**config.mk**
```make
export PLATFORM = sky130hd
export DESIGN_NAME = load_store_unit
export DESIGN_NICKNAME = d
export VERILOG_FILES = /design/src/rtl/load_store_unit_pkg.sv /design/src/rtl/load_store_unit_mem_lane_align.sv /design/src/rtl/load_store_unit.sv
export SDC_FILE = /design/constraint.sdc
export NUM_CORES = 1
export LEC_CHECK = 0
export BUFFER_PORTS_ARGS = -buffer_cell sky130_fd_sc_hd__buf_2
export CELL_PAD_IN_SITES_DETAIL_PLACEMENT = 2
export CELL_PAD_IN_SITES_GLOBAL_PLACEMENT = 2
export CORE_MARGIN = 3
export CORE_UTILIZATION = 30
export CTS_CLUSTER_DIAMETER = 60
export DETAILED_ROUTE_END_ITERATION = 7
export PLACE_DENSITY_LB_ADDON = 0.1
export SETUP_SLACK_MARGIN = 0.3
export SYNTH_ARGS = -nofsm -noshare
export SYNTH_HDL_FRONTEND = slang
export SYNTH_SLANG_ARGS = --single-unit
```
**constraint.sdc**
```tcl
create_clock -name clk_i -period 3 [get_ports clk_i]
set_clock_uncertainty 0.15 [all_clocks]
set_input_delay 0.3 -clock clk_i [delete_from_list [all_inputs] [get_ports clk_i]]
set_output_delay 0.3 -clock clk_i [all_outputs]
set_load 0.01 [all_outputs]
```
**src/rtl/load_store_unit_pkg.sv**
```systemverilog
// Shared types and helpers for the load/store unit.
// - mem_oper_t  : memory operation codes from decode.
//                 bit 3 = store, bit 2 = unsigned load, bits 1:0 = access size.
// - lsu_state_t : request sequencing states.
// - helpers     : store/size decode, legality and alignment checks.
package load_store_unit_pkg;

    typedef enum logic [3:0] {
        MEM_LB  = 4'b0000,
        MEM_LH  = 4'b0001,
        MEM_LW  = 4'b0010,
        MEM_LBU = 4'b0100,
        MEM_LHU = 4'b0101,
        MEM_SB  = 4'b1000,
        MEM_SH  = 4'b1001,
        MEM_SW  = 4'b1010,
        MEM_NOP = 4'b1111
    } mem_oper_t;

    typedef enum logic [1:0] {
        LSU_IDLE  = 2'b00,
        LSU_ISSUE = 2'b01,
        LSU_WAIT  = 2'b10
    } lsu_state_t;

    localparam logic [1:0] SIZE_B = 2'b00;
    localparam logic [1:0] SIZE_H = 2'b01;
    localparam logic [1:0] SIZE_W = 2'b10;

    function automatic logic is_store(input logic [3:0] oper);
        return oper[3] & (oper != MEM_NOP);
    endfunction

    function automatic logic [1:0] oper_size(input logic [3:0] oper);
        return oper[1:0];
    endfunction

    function automatic logic oper_defined(input logic [3:0] oper);
        logic ok;
        case (oper)
            MEM_LB, MEM_LH, MEM_LW, MEM_LBU, MEM_LHU,
            MEM_SB, MEM_SH, MEM_SW, MEM_NOP: ok = 1'b1;
            default:                         ok = 1'b0;
        endcase
        return ok;
    endfunction

    function automatic logic is_misaligned(input logic [3:0] oper, input logic [1:0] off);
        logic bad;
        case (oper_size(oper))
            SIZE_H:  bad = off[0];
            SIZE_W:  bad = (off != 2'b00);
            default: bad = 1'b0;
        endcase
        return bad;
    endfunction

endpackage

```
**src/rtl/load_store_unit_mem_lane_align.sv**
```systemverilog
// Byte-lane steering between the 32-bit bus word and right-aligned core data.
// Pure combinational function of oper, off and data.
//   oper_i  : mem_oper_t code
//   off_i   : byte offset within the word
//   wdata_i : right-aligned store data
//   rdata_i : full bus read word
//   be_o    : byte enables
//   wdata_o : lane-replicated store data
//   rdata_o : extracted and extended load data (0 for stores / NOP)
module mem_lane_align
    import load_store_unit_pkg::*;
(
    input  logic [3:0]  oper_i,
    input  logic [1:0]  off_i,
    input  logic [31:0] wdata_i,
    input  logic [31:0] rdata_i,
    output logic [3:0]  be_o,
    output logic [31:0] wdata_o,
    output logic [31:0] rdata_o
);

    logic [7:0]  byte_s;
    logic [15:0] half_s;

    // A halfword access is aligned, so only off[1] picks the half.
    assign byte_s = rdata_i[{off_i, 3'b000} +: 8];
    assign half_s = rdata_i[{off_i[1], 4'b0000} +: 16];

    // Byte enables, store replication and load extension by access size.
    always_comb begin
        be_o    = 4'b0000;
        wdata_o = 32'h0000_0000;
        rdata_o = 32'h0000_0000;
        case (oper_size(oper_i))
            SIZE_B: begin
                be_o    = 4'b0001 << off_i;
                wdata_o = {4{wdata_i[7:0]}};
                rdata_o = oper_i[2] ? {24'h00_0000, byte_s} : {{24{byte_s[7]}}, byte_s};
            end
            SIZE_H: begin
                be_o    = 4'b0011 << off_i;
                wdata_o = {2{wdata_i[15:0]}};
                rdata_o = oper_i[2] ? {16'h0000, half_s} : {{16{half_s[15]}}, half_s};
            end
            SIZE_W: begin
                be_o    = 4'b1111;
                wdata_o = wdata_i;
                rdata_o = rdata_i;
            end
            default: begin
                be_o    = 4'b0000;
                wdata_o = 32'h0000_0000;
                rdata_o = 32'h0000_0000;
            end
        endcase
        if (is_store(oper_i)) begin
            rdata_o = 32'h0000_0000;
        end else begin
            rdata_o = rdata_o;
        end
    end

endmodule

```
**src/rtl/load_store_unit.sv**
```systemverilog
// Load/store unit: accepts one memory operation at a time from the pipeline,
// runs a single word-aligned bus transaction and returns a one-cycle response.
// Illegal or misaligned operations, and NOPs, respond without touching the bus.
//   clk_i/rstn_i           : clock, asynchronous active-low reset
//   req_*                  : request from the pipeline (valid/ready handshake)
//   rsp_*                  : registered completion pulse, load data, error flag
//   mem_req_o .. mem_wdata_o : bus request, held until mem_gnt_i
//   mem_gnt_i, mem_rvalid_i, mem_rdata_i : bus grant and response
module load_store_unit
    import load_store_unit_pkg::*;
#(
    parameter int ADDR_W = 32,
    parameter int DATA_W = 32
) (
    input  logic              clk_i,
    input  logic              rstn_i,
    input  logic              req_valid_i,
    output logic              req_ready_o,
    input  logic [3:0]        req_oper_i,
    input  logic [ADDR_W-1:0] req_addr_i,
    input  logic [DATA_W-1:0] req_wdata_i,
    output logic              rsp_valid_o,
    output logic [DATA_W-1:0] rsp_rdata_o,
    output logic              rsp_err_o,
    output logic              mem_req_o,
    output logic              mem_we_o,
    output logic [ADDR_W-1:0] mem_addr_o,
    output logic [3:0]        mem_be_o,
    output logic [DATA_W-1:0] mem_wdata_o,
    input  logic              mem_gnt_i,
    input  logic              mem_rvalid_i,
    input  logic [DATA_W-1:0] mem_rdata_i
);

    lsu_state_t        state_q, state_d;
    logic [3:0]        oper_q, oper_d;
    logic [1:0]        off_q, off_d;
    logic [ADDR_W-1:0] addr_q, addr_d;
    logic [3:0]        be_q, be_d;
    logic [DATA_W-1:0] wdata_q, wdata_d;
    logic              we_q, we_d;
    logic              rsp_valid_q, rsp_valid_d;
    logic              rsp_err_q, rsp_err_d;
    logic [DATA_W-1:0] rsp_rdata_q, rsp_rdata_d;

    logic              accept_s;
    logic [3:0]        align_oper_s;
    logic [1:0]        align_off_s;
    logic [3:0]        align_be_s;
    logic [DATA_W-1:0] align_wdata_s;
    logic [DATA_W-1:0] align_rdata_s;

    assign req_ready_o = (state_q == LSU_IDLE);
    assign accept_s    = req_valid_i & req_ready_o;

    // In IDLE the aligner encodes the incoming request; once busy it decodes
    // the read word for the registered operation.
    assign align_oper_s = (state_q == LSU_IDLE) ? req_oper_i       : oper_q;
    assign align_off_s  = (state_q == LSU_IDLE) ? req_addr_i[1:0]  : off_q;

    mem_lane_align u_align (
        .oper_i  (align_oper_s),
        .off_i   (align_off_s),
        .wdata_i (req_wdata_i),
        .rdata_i (mem_rdata_i),
        .be_o    (align_be_s),
        .wdata_o (align_wdata_s),
        .rdata_o (align_rdata_s)
    );

    // Next-state and response logic.
    always_comb begin
        state_d     = state_q;
        oper_d      = oper_q;
        off_d       = off_q;
        addr_d      = addr_q;
        be_d        = be_q;
        wdata_d     = wdata_q;
        we_d        = we_q;
        rsp_valid_d = 1'b0;
        rsp_err_d   = 1'b0;
        rsp_rdata_d = {DATA_W{1'b0}};
        case (state_q)
            LSU_IDLE: begin
                if (!accept_s) begin
                    state_d = LSU_IDLE;
                end else if (req_oper_i == MEM_NOP) begin
                    rsp_valid_d = 1'b1;
                end else if (!oper_defined(req_oper_i) ||
                             is_misaligned(req_oper_i, req_addr_i[1:0])) begin
                    rsp_valid_d = 1'b1;
                    rsp_err_d   = 1'b1;
                end else begin
                    oper_d  = req_oper_i;
                    off_d   = req_addr_i[1:0];
                    addr_d  = {req_addr_i[ADDR_W-1:2], 2'b00};
                    be_d    = align_be_s;
                    wdata_d = align_wdata_s;
                    we_d    = is_store(req_oper_i);
                    state_d = LSU_ISSUE;
                end
            end
            LSU_ISSUE: begin
                // A response in the grant cycle completes the access at once;
                // rvalid without grant is not ours and is ignored.
                if (mem_gnt_i && mem_rvalid_i) begin
                    rsp_valid_d = 1'b1;
                    rsp_rdata_d = align_rdata_s;
                    state_d     = LSU_IDLE;
                end else if (mem_gnt_i) begin
                    state_d = LSU_WAIT;
                end else begin
                    state_d = LSU_ISSUE;
                end
            end
            LSU_WAIT: begin
                if (mem_rvalid_i) begin
                    rsp_valid_d = 1'b1;
                    rsp_rdata_d = align_rdata_s;
                    state_d     = LSU_IDLE;
                end else begin
                    state_d = LSU_WAIT;
                end
            end
            default: begin
                state_d = LSU_IDLE;
            end
        endcase
    end

    // State and output registers; reset aborts any transaction in flight.
    always_ff @(posedge clk_i or negedge rstn_i) begin
        if (!rstn_i) begin
            state_q     <= LSU_IDLE;
            oper_q      <= 4'b0000;
            off_q       <= 2'b00;
            addr_q      <= {ADDR_W{1'b0}};
            be_q        <= 4'b0000;
            wdata_q     <= {DATA_W{1'b0}};
            we_q        <= 1'b0;
            rsp_valid_q <= 1'b0;
            rsp_err_q   <= 1'b0;
            rsp_rdata_q <= {DATA_W{1'b0}};
        end else begin
            state_q     <= state_d;
            oper_q      <= oper_d;
            off_q       <= off_d;
            addr_q      <= addr_d;
            be_q        <= be_d;
            wdata_q     <= wdata_d;
            we_q        <= we_d;
            rsp_valid_q <= rsp_valid_d;
            rsp_err_q   <= rsp_err_d;
            rsp_rdata_q <= rsp_rdata_d;
        end
    end

    assign mem_req_o   = (state_q == LSU_ISSUE);
    assign mem_we_o    = we_q;
    assign mem_addr_o  = addr_q;
    assign mem_be_o    = be_q;
    assign mem_wdata_o = wdata_q;
    assign rsp_valid_o = rsp_valid_q;
    assign rsp_err_o   = rsp_err_q;
    assign rsp_rdata_o = rsp_rdata_q;

endmodule
```
==> results.ini, run 1 <==
[power]
power_frac_clock_pct = 19.3
ir_drop_mv = 0.387
p_comb_share_pct = 46.5
p_leak_nw = 3.38
powerDensity_nw_per_um2 = 960
pwr-share-seq_pct = 34.2
power_mw = 6.71
p_switching_mw = 2.68
p_int_mw = 4.03
switching_share_pct = 39.9

[setup_path]
critical_path.endpoint_type = flop
reg2reg_slack_ns = 0.48
required_ns = 3.07
cp-endpoint = rsp_rdata_o[6]$_DFF_PN0_
crit-reg2reg-launch = state_q[0]$_DFFE_PN0P_
critPathArrivalTime_ns = 2.59
critPathMaxFanout = 19
r2r-end = rsp_rdata_o[6]$_DFF_PN0_
startpoint_type = flop
path_class = reg2reg
crit_start = state_q[0]$_DFFE_PN0P_
r2r_cells = 8

[yosys]
synthTopCellsByCount = dfrtp_1 (109), mux2_2 (66), nand2_1 (59), a31oi_1 (49), o21ai_0 (24)
ys_warn_count = 0
async_reset_ff_share_pct = 100
ys_types = 44
ys_seq_area_share_pct = 50.9
ys_top_cells_by_area = dfrtp_1 (51%), mux2_2 (14%), a31oi_1 (5.7%)
ys_ff_latch = 109
synth_edf_count = 0
synth.most_common_cell = dfrtp_1
synth.avg_cell_area_um2 = 11.3
syn_inst = 473
yosysTopAreaCell = dfrtp_1
syn_area_um2 = 5360
synth_top_area_share_pct = 50.9
ys.flop_type = dfrtp_1

[floorplanning]
die_w_um = 140
coreArea_um2 = 17400
die_h_um = 140
core.rowCount = 48
num_io_pins = 210
start_util_pct = 30.8
die-area_um2 = 19500

[clock_tree]
clk_latency_ns = 0.35
cts_max_level = 3
cts.sinks = 109
clkTransAtPathRegs_ns = 0.08
cts-root-buf = clkbuf_16
cts_buffers = 9
cts_tree = yes
clk_path_buf_depth = 2

[place]
routabilityCongestion = 0.802
hpwl_um = 13700
io_buffer_count = 207
place_ws_ns = 0.246
place_area_um2 = 6600
placed_cells = 885

[final_layout]
final_nets = 788
n_antenna_cell = 0
design_area_um2 = 6990
multiInputGateArea_um2 = 2370
layout-drive-gt1-share_pct = 47.2
regArea_um2 = 2730
n_fill_cell = 1880
area_growth_pct = 30.3
stdcell_count = 905

[global_route]
grt_max_degree = 70
grtUsageTotal_pct = 18.8
antenna_found_initial = 0
grt_pass1_wl_um = 29000
overflow = 0
grt_pass1_vias = 5021

[route]
vias = 4563
drtIter0Drc = 190
ant_nets = 0
drt_wl_total_um = 18500
firstDrtPassIters = 4
vias_per_cell = 5.04
wire_per_inst_um = 20.4
drc = 0

[sta]
slew_headroom_pct = 55.0
final.setup.worst_slack_ns = 0.481
fmax_ghz = 0.397
slew_violations = 0
final-hold-violation-count = 0
finalSetupViolCount = 0
period_share_pct = 84.0
min_period_ns = 2.52
rsz0062_at_grt = false
worst_pin_slew_ns = 0.670
setup_tns_ns = 0

[run]
cap_violations = 0

[worst_hold_path]
hp-class = in2reg

[run_status]
status = finished clean

stage by stage:
| step | utilization, % | hold slack [ns] |
|---|---|---|
| global route | 40.1 | 0.0116 |
| CTS | 40.0 | 0.00493 |
| detailed placement | 37.9 | 0.180 |
| global placement | 37.9 | 0.176 |
| finish | 40.1 | 0.0175 |
| floorplan | - | -0.146 |
power by group through the flow:
stage | Combinational (mW) | Sequential (mW) | Clock (mW)
final | 3.12 | 2.30 | 1.29
after CTS | 3.15 | 2.30 | 1.34
after global routing | 3.43 | 2.37 | 1.40
after global placement | 3.00 | 2.29 | 0
after detailed placement | 3.12 | 2.32 | 0
after floorplan | 1.72 | 2.50 | 0
layout by cell type (no fill, tap or decap), types with 3 or more instances in the layout:
master / count
a21o_1: 8
a21oi_1: 5
a22o_1: 8
a31o_2: 3
a31oi_1: 49
buf_2: 206
buf_4: 16
clkbuf_16: 9
dfrtp_1: 109
ha_1: 8
inv_1: 17
mux2_2: 66
mux2i_1: 21
mux2i_2: 3
nand2_1: 59
nand3_1: 11
nor2_1: 3
nor2b_1: 4
nor3_1: 3
o21ai_0: 24
o2bb2ai_1: 8
routing by layer:
layer	up-vias	wire, um	global-route usage (%)
li1	2111	-	-
met1	2305	8500	25.2
met2	133	8930	31.4
met3	14	801	3.20
met4	0	257	5.30
met5	-	0	0
worst min path at each step:
stage / cells after the start / end / slack (ns) / start
after floorplan: 0 / mem_addr_o[10]$_DFFE_PN0P_ / -0.15 / rstn_i
after global placement: 1 / rsp_rdata_o[4]$_DFF_PN0_ / 0.18 / rstn_i
after detailed placement: 1 / rsp_rdata_o[3]$_DFF_PN0_ / 0.18 / rstn_i
after CTS: 2 / mem_addr_o[9]$_DFFE_PN0P_ / 0.005 / req_addr_i[9]
after global routing: 2 / mem_addr_o[9]$_DFFE_PN0P_ / 0.01 / req_addr_i[9]
final: 2 / mem_addr_o[9]$_DFFE_PN0P_ / 0.02 / req_addr_i[9]
state kept, by name, summed over array words and instances (netlist names):
name and count:
mem_addr_o 30, rsp_err_o 1, rsp_rdata_o 32, off_q 2
mem_be_o 4, mem_wdata_o 32, rsp_valid_o 1, mem_we_o 1
oper_q 4, state_q 2
cell type report:
cell class	instances	area share (%)
clock inverters	7	1.43
inverters	17	0.913
multi-input cells	311	33.9
clock buffers	9	3.22
flip-flops and latches	109	39.0
well taps	225	4.03
repair buffers	227	17.5
critical path, cell delays in order, from the launching register on:
cell and delay [ns]:
dfrtp_1 0.41, inv_1 0.12, ha_1 0.24, buf_4 0.30
mux2i_2 0.33, buf_4 0.28, mux2_2 0.36, o21ai_0 0.07
a31oi_1 0.12
cells by family after synthesis:
family                     Yosys count  synth area share, %
AOI/OAI and AO/OA                  113                 13.8
DFF                                109                 50.9
and+or+nand+nor                     95                 8.30
muxes                               93                 19.3
buffers and inverters               54                 5.78
adders and majority gates            8                 1.87
other                                1               0.0699
timing repair:
| action | in CTS | in global routing |
|---|---|---|
| hold endpoints to repair | 34 | 0 |
| hold buffers | 2 | 0 |
| endpoints found under the setup margin | 16 | 31 |
| gates resized for setup | 2 | 3 |
| setup buffers | 0 | 2 |
No activity file was read; power rests on OpenSTA's default activity.
==> inputs of run 2 (changes only) <==
--- a/config.mk
+++ b/config.mk
@@ -5,11 +5,12 @@
 export SDC_FILE = /design/constraint.sdc
 export NUM_CORES = 1
 export LEC_CHECK = 0
+export ABC_AREA = 1
 export BUFFER_PORTS_ARGS = -buffer_cell sky130_fd_sc_hd__buf_2
 export CELL_PAD_IN_SITES_DETAIL_PLACEMENT = 2
 export CELL_PAD_IN_SITES_GLOBAL_PLACEMENT = 2
 export CORE_MARGIN = 3
-export CORE_UTILIZATION = 30
+export CORE_UTILIZATION = 26
 export CTS_CLUSTER_DIAMETER = 60
 export DETAILED_ROUTE_END_ITERATION = 7
 export PLACE_DENSITY_LB_ADDON = 0.1
==> constraint.sdc (replaced) <==
create_clock -name clk_i -period 2.55 [get_ports clk_i]
set_clock_uncertainty 0.15 [all_clocks]
set_input_delay 0.255 -clock clk_i [delete_from_list [all_inputs] [get_ports clk_i]]
set_output_delay 0.255 -clock clk_i [all_outputs]
set_load 0.01 [all_outputs]
==> results.ini, run 2 <==
[clock_tree]
cts.sinks = 109
clk_latency_ns = 0.35
clk_path_buf_depth = 2
cts_tree = yes
cts_buffers = 9
clkTransAtPathRegs_ns = 0.08
cts-root-buf = clkbuf_16
cts_max_level = 3

[floorplanning]
num_io_pins = 210
die_h_um = 152
die_w_um = 152
core.rowCount = 52
coreArea_um2 = 20600
start_util_pct = 26.9
die-area_um2 = 23100

[yosys]
ys_warn_count = 0
synth_top_area_share_pct = 49.2
synthTopCellsByCount = nand2_1 (333), dfrtp_1 (109), nor2_1 (66), inv_1 (51), nand3_1 (50)
ys_top_cells_by_area = dfrtp_1 (49%), nand2_1 (23%), nand3_1 (4.5%)
synth.avg_cell_area_um2 = 7.42
syn_inst = 748
syn_area_um2 = 5550
ys_types = 26
ys_seq_area_share_pct = 49.2
synth.most_common_cell = nand2_1
ys_ff_latch = 109
synth_edf_count = 0
yosysTopAreaCell = dfrtp_1
async_reset_ff_share_pct = 100
ys.flop_type = dfrtp_1

[route]
vias_per_cell = 4.66
drt_wl_total_um = 22800
ant_nets = 0
vias = 5953
firstDrtPassIters = 4
drc = 0
drtIter0Drc = 147
wire_per_inst_um = 17.8

[sta]
period_share_pct = 83.5
final-hold-violation-count = 0
whs_ns = 0.0186
rsz0062_at_grt = false
min_period_ns = 2.13
final.setup.worst_slack_ns = 0.421
slew_violations = 0
slew_headroom_pct = 56.2
fmax_ghz = 0.470
worst_pin_slew_ns = 0.656
setup_tns_ns = 0
finalSetupViolCount = 0

[final_layout]
final_cell_mix = nand2_1 (331), buf_2 (206), dfrtp_1 (109)
final_nets = 1114
layout-drive-gt1-share_pct = 28.6
stdcell_count = 1278
area_growth_pct = 42.9
multiInputGateArea_um2 = 2560
design_area_um2 = 7930
final_common_cell = nand2_1
n_fill_cell = 2423
regArea_um2 = 2730

[place]
place_ws_ns = -0.0675
hpwl_um = 16300
routabilityCongestion = 0.847
placed_cells = 1206
place_area_um2 = 6910
io_buffer_count = 207

[setup_path]
cpPeakStageDelay_ns = 0.41
path_class = reg2reg
startpoint_type = flop
reg2reg_slack_ns = 0.42
critPathMaxFanout = 16
required_ns = 2.68
critPathArrivalTime_ns = 2.26
critical_path.endpoint_type = flop
cp_slowest_cell = dfrtp_1
worstPathCellList = inv_2 -> ha_4 -> buf_4 -> o21ai_4 -> nand3_2 -> nor2_4 -> buf_12 -> nor2_1 -> a21oi_1

[global_route]
antenna_found_initial = 1
grt_pass1_vias = 6785
overflow = 0
grt_pass1_wl_um = 36600
grtUsageTotal_pct = 19.6
grt_max_degree = 70

[power]
p_leak_nw = 4.43
powerDensity_nw_per_um2 = 1110
ir_drop_mv = 0.383

[run_status]
status = finished clean

[run]
cap_violations = 0

[worst_hold_path]
hp-class = in2reg

-- run 2: cell count changes after synthesis, sizes merged, moves of 8 or more --
cell	before	now
nand2	59	337
mux2	67	0
nor2	3	70
a31oi	49	0
a21oi	5	46
nand3	12	52
inv	17	54
mux2i	25	0
a21o	8	0
a22o	8	0
o2bb2ai	8	0
-- run 2: area by class of cell --
class	instances	share of cell area [%]
Timing Repair Buffer	275	22.4
Inverter	54	2.68
Sequential cell	109	34.4
Clock buffer	9	2.84
Antenna cell	2	0.0631
Multi-Input combinational cell	552	32.3
Tap cell	270	4.26
Clock inverter	7	1.04
-- run 2: per-layer routing --
metal	GRT usage, %	wire length (um)	vias up
met3	4.69	1070	21
li1	-	-	2824
met2	36.1	12000	142
met1	22.9	9340	2964
met5	0	18	-
met4	4.58	306	2
-- run 2: critical path: cells and delay by family (launching register included) --
family | cells | cell delay [ns]
buffers and inverters | 3 | 0.39
and+or+nand+nor | 3 | 0.36
adders and majority gates | 1 | 0.20
DFF | 1 | 0.41
AOI/OAI and AO/OA | 2 | 0.54
-- run 2: worst paths after layout --
path                                             start                          end  cells after the start
min in group asynchronous                       rstn_i     rsp_rdata_o[3]$_DFF_PN0_                      2
setup reg to reg                state_q[0]$_DFFE_PN0P_    rsp_rdata_o[29]$_DFF_PN0_                      9
max in group asynchronous                       rstn_i    mem_addr_o[2]$_DFFE_PN0P_                      3
hold reg to reg            mem_wdata_o[20]$_DFFE_PN0P_  mem_wdata_o[20]$_DFFE_PN0P_                      2
setup / recovery                state_q[0]$_DFFE_PN0P_    rsp_rdata_o[29]$_DFF_PN0_                      9
hold / removal                          req_wdata_i[1]   mem_wdata_o[1]$_DFFE_PN0P_                      3
-- run 2: stage by stage --
| step | util, % | total power, mW |
|---|---|---|
| 6_report | 38.4 | 8.81 |
| 5_1_grt | 38.4 | 9.61 |
| 4_1_cts | 37.4 | 8.67 |
| 3_5_place_dp | 33.5 | 6.83 |
| 3_3_place_gp | 33.5 | 6.62 |
| 2_1_floorplan | - | 5.19 |
-- run 2: cell families (layout without fill, tap and decap cells) --
logic type                 count (synthesis)  count (layout)  share of synthesized area, %
other                                      1               4                        0.0676
AOI/OAI and AO/OA                         76              76                          7.33
and+or+nand+nor                          463             466                          34.0
DFF                                      109             109                          49.2
adders and majority gates                  8               8                          1.80
buffers and inverters                     91             345                          7.67
-- run 2: what timing repair did --
item | in CTS | in global routing
hold buffers | 38 | 0
hold endpoints to repair | 79 | 0
endpoints found under the setup margin | 104 | 104
resized for setup | 8 | 25
pin swaps | 4 | 7
cloned | 1 | 3
setup buffers | 3 | 9
-- run 2: where the power goes --
| group | leakage, nW | switching [mW] | internal (mW) |
|---|---|---|---|
| Clock | 0.145 | 0.712 | 0.779 |
| Sequential | 1.42 | 0.344 | 2.29 |
| Combinational | 2.87 | 2.97 | 1.70 |
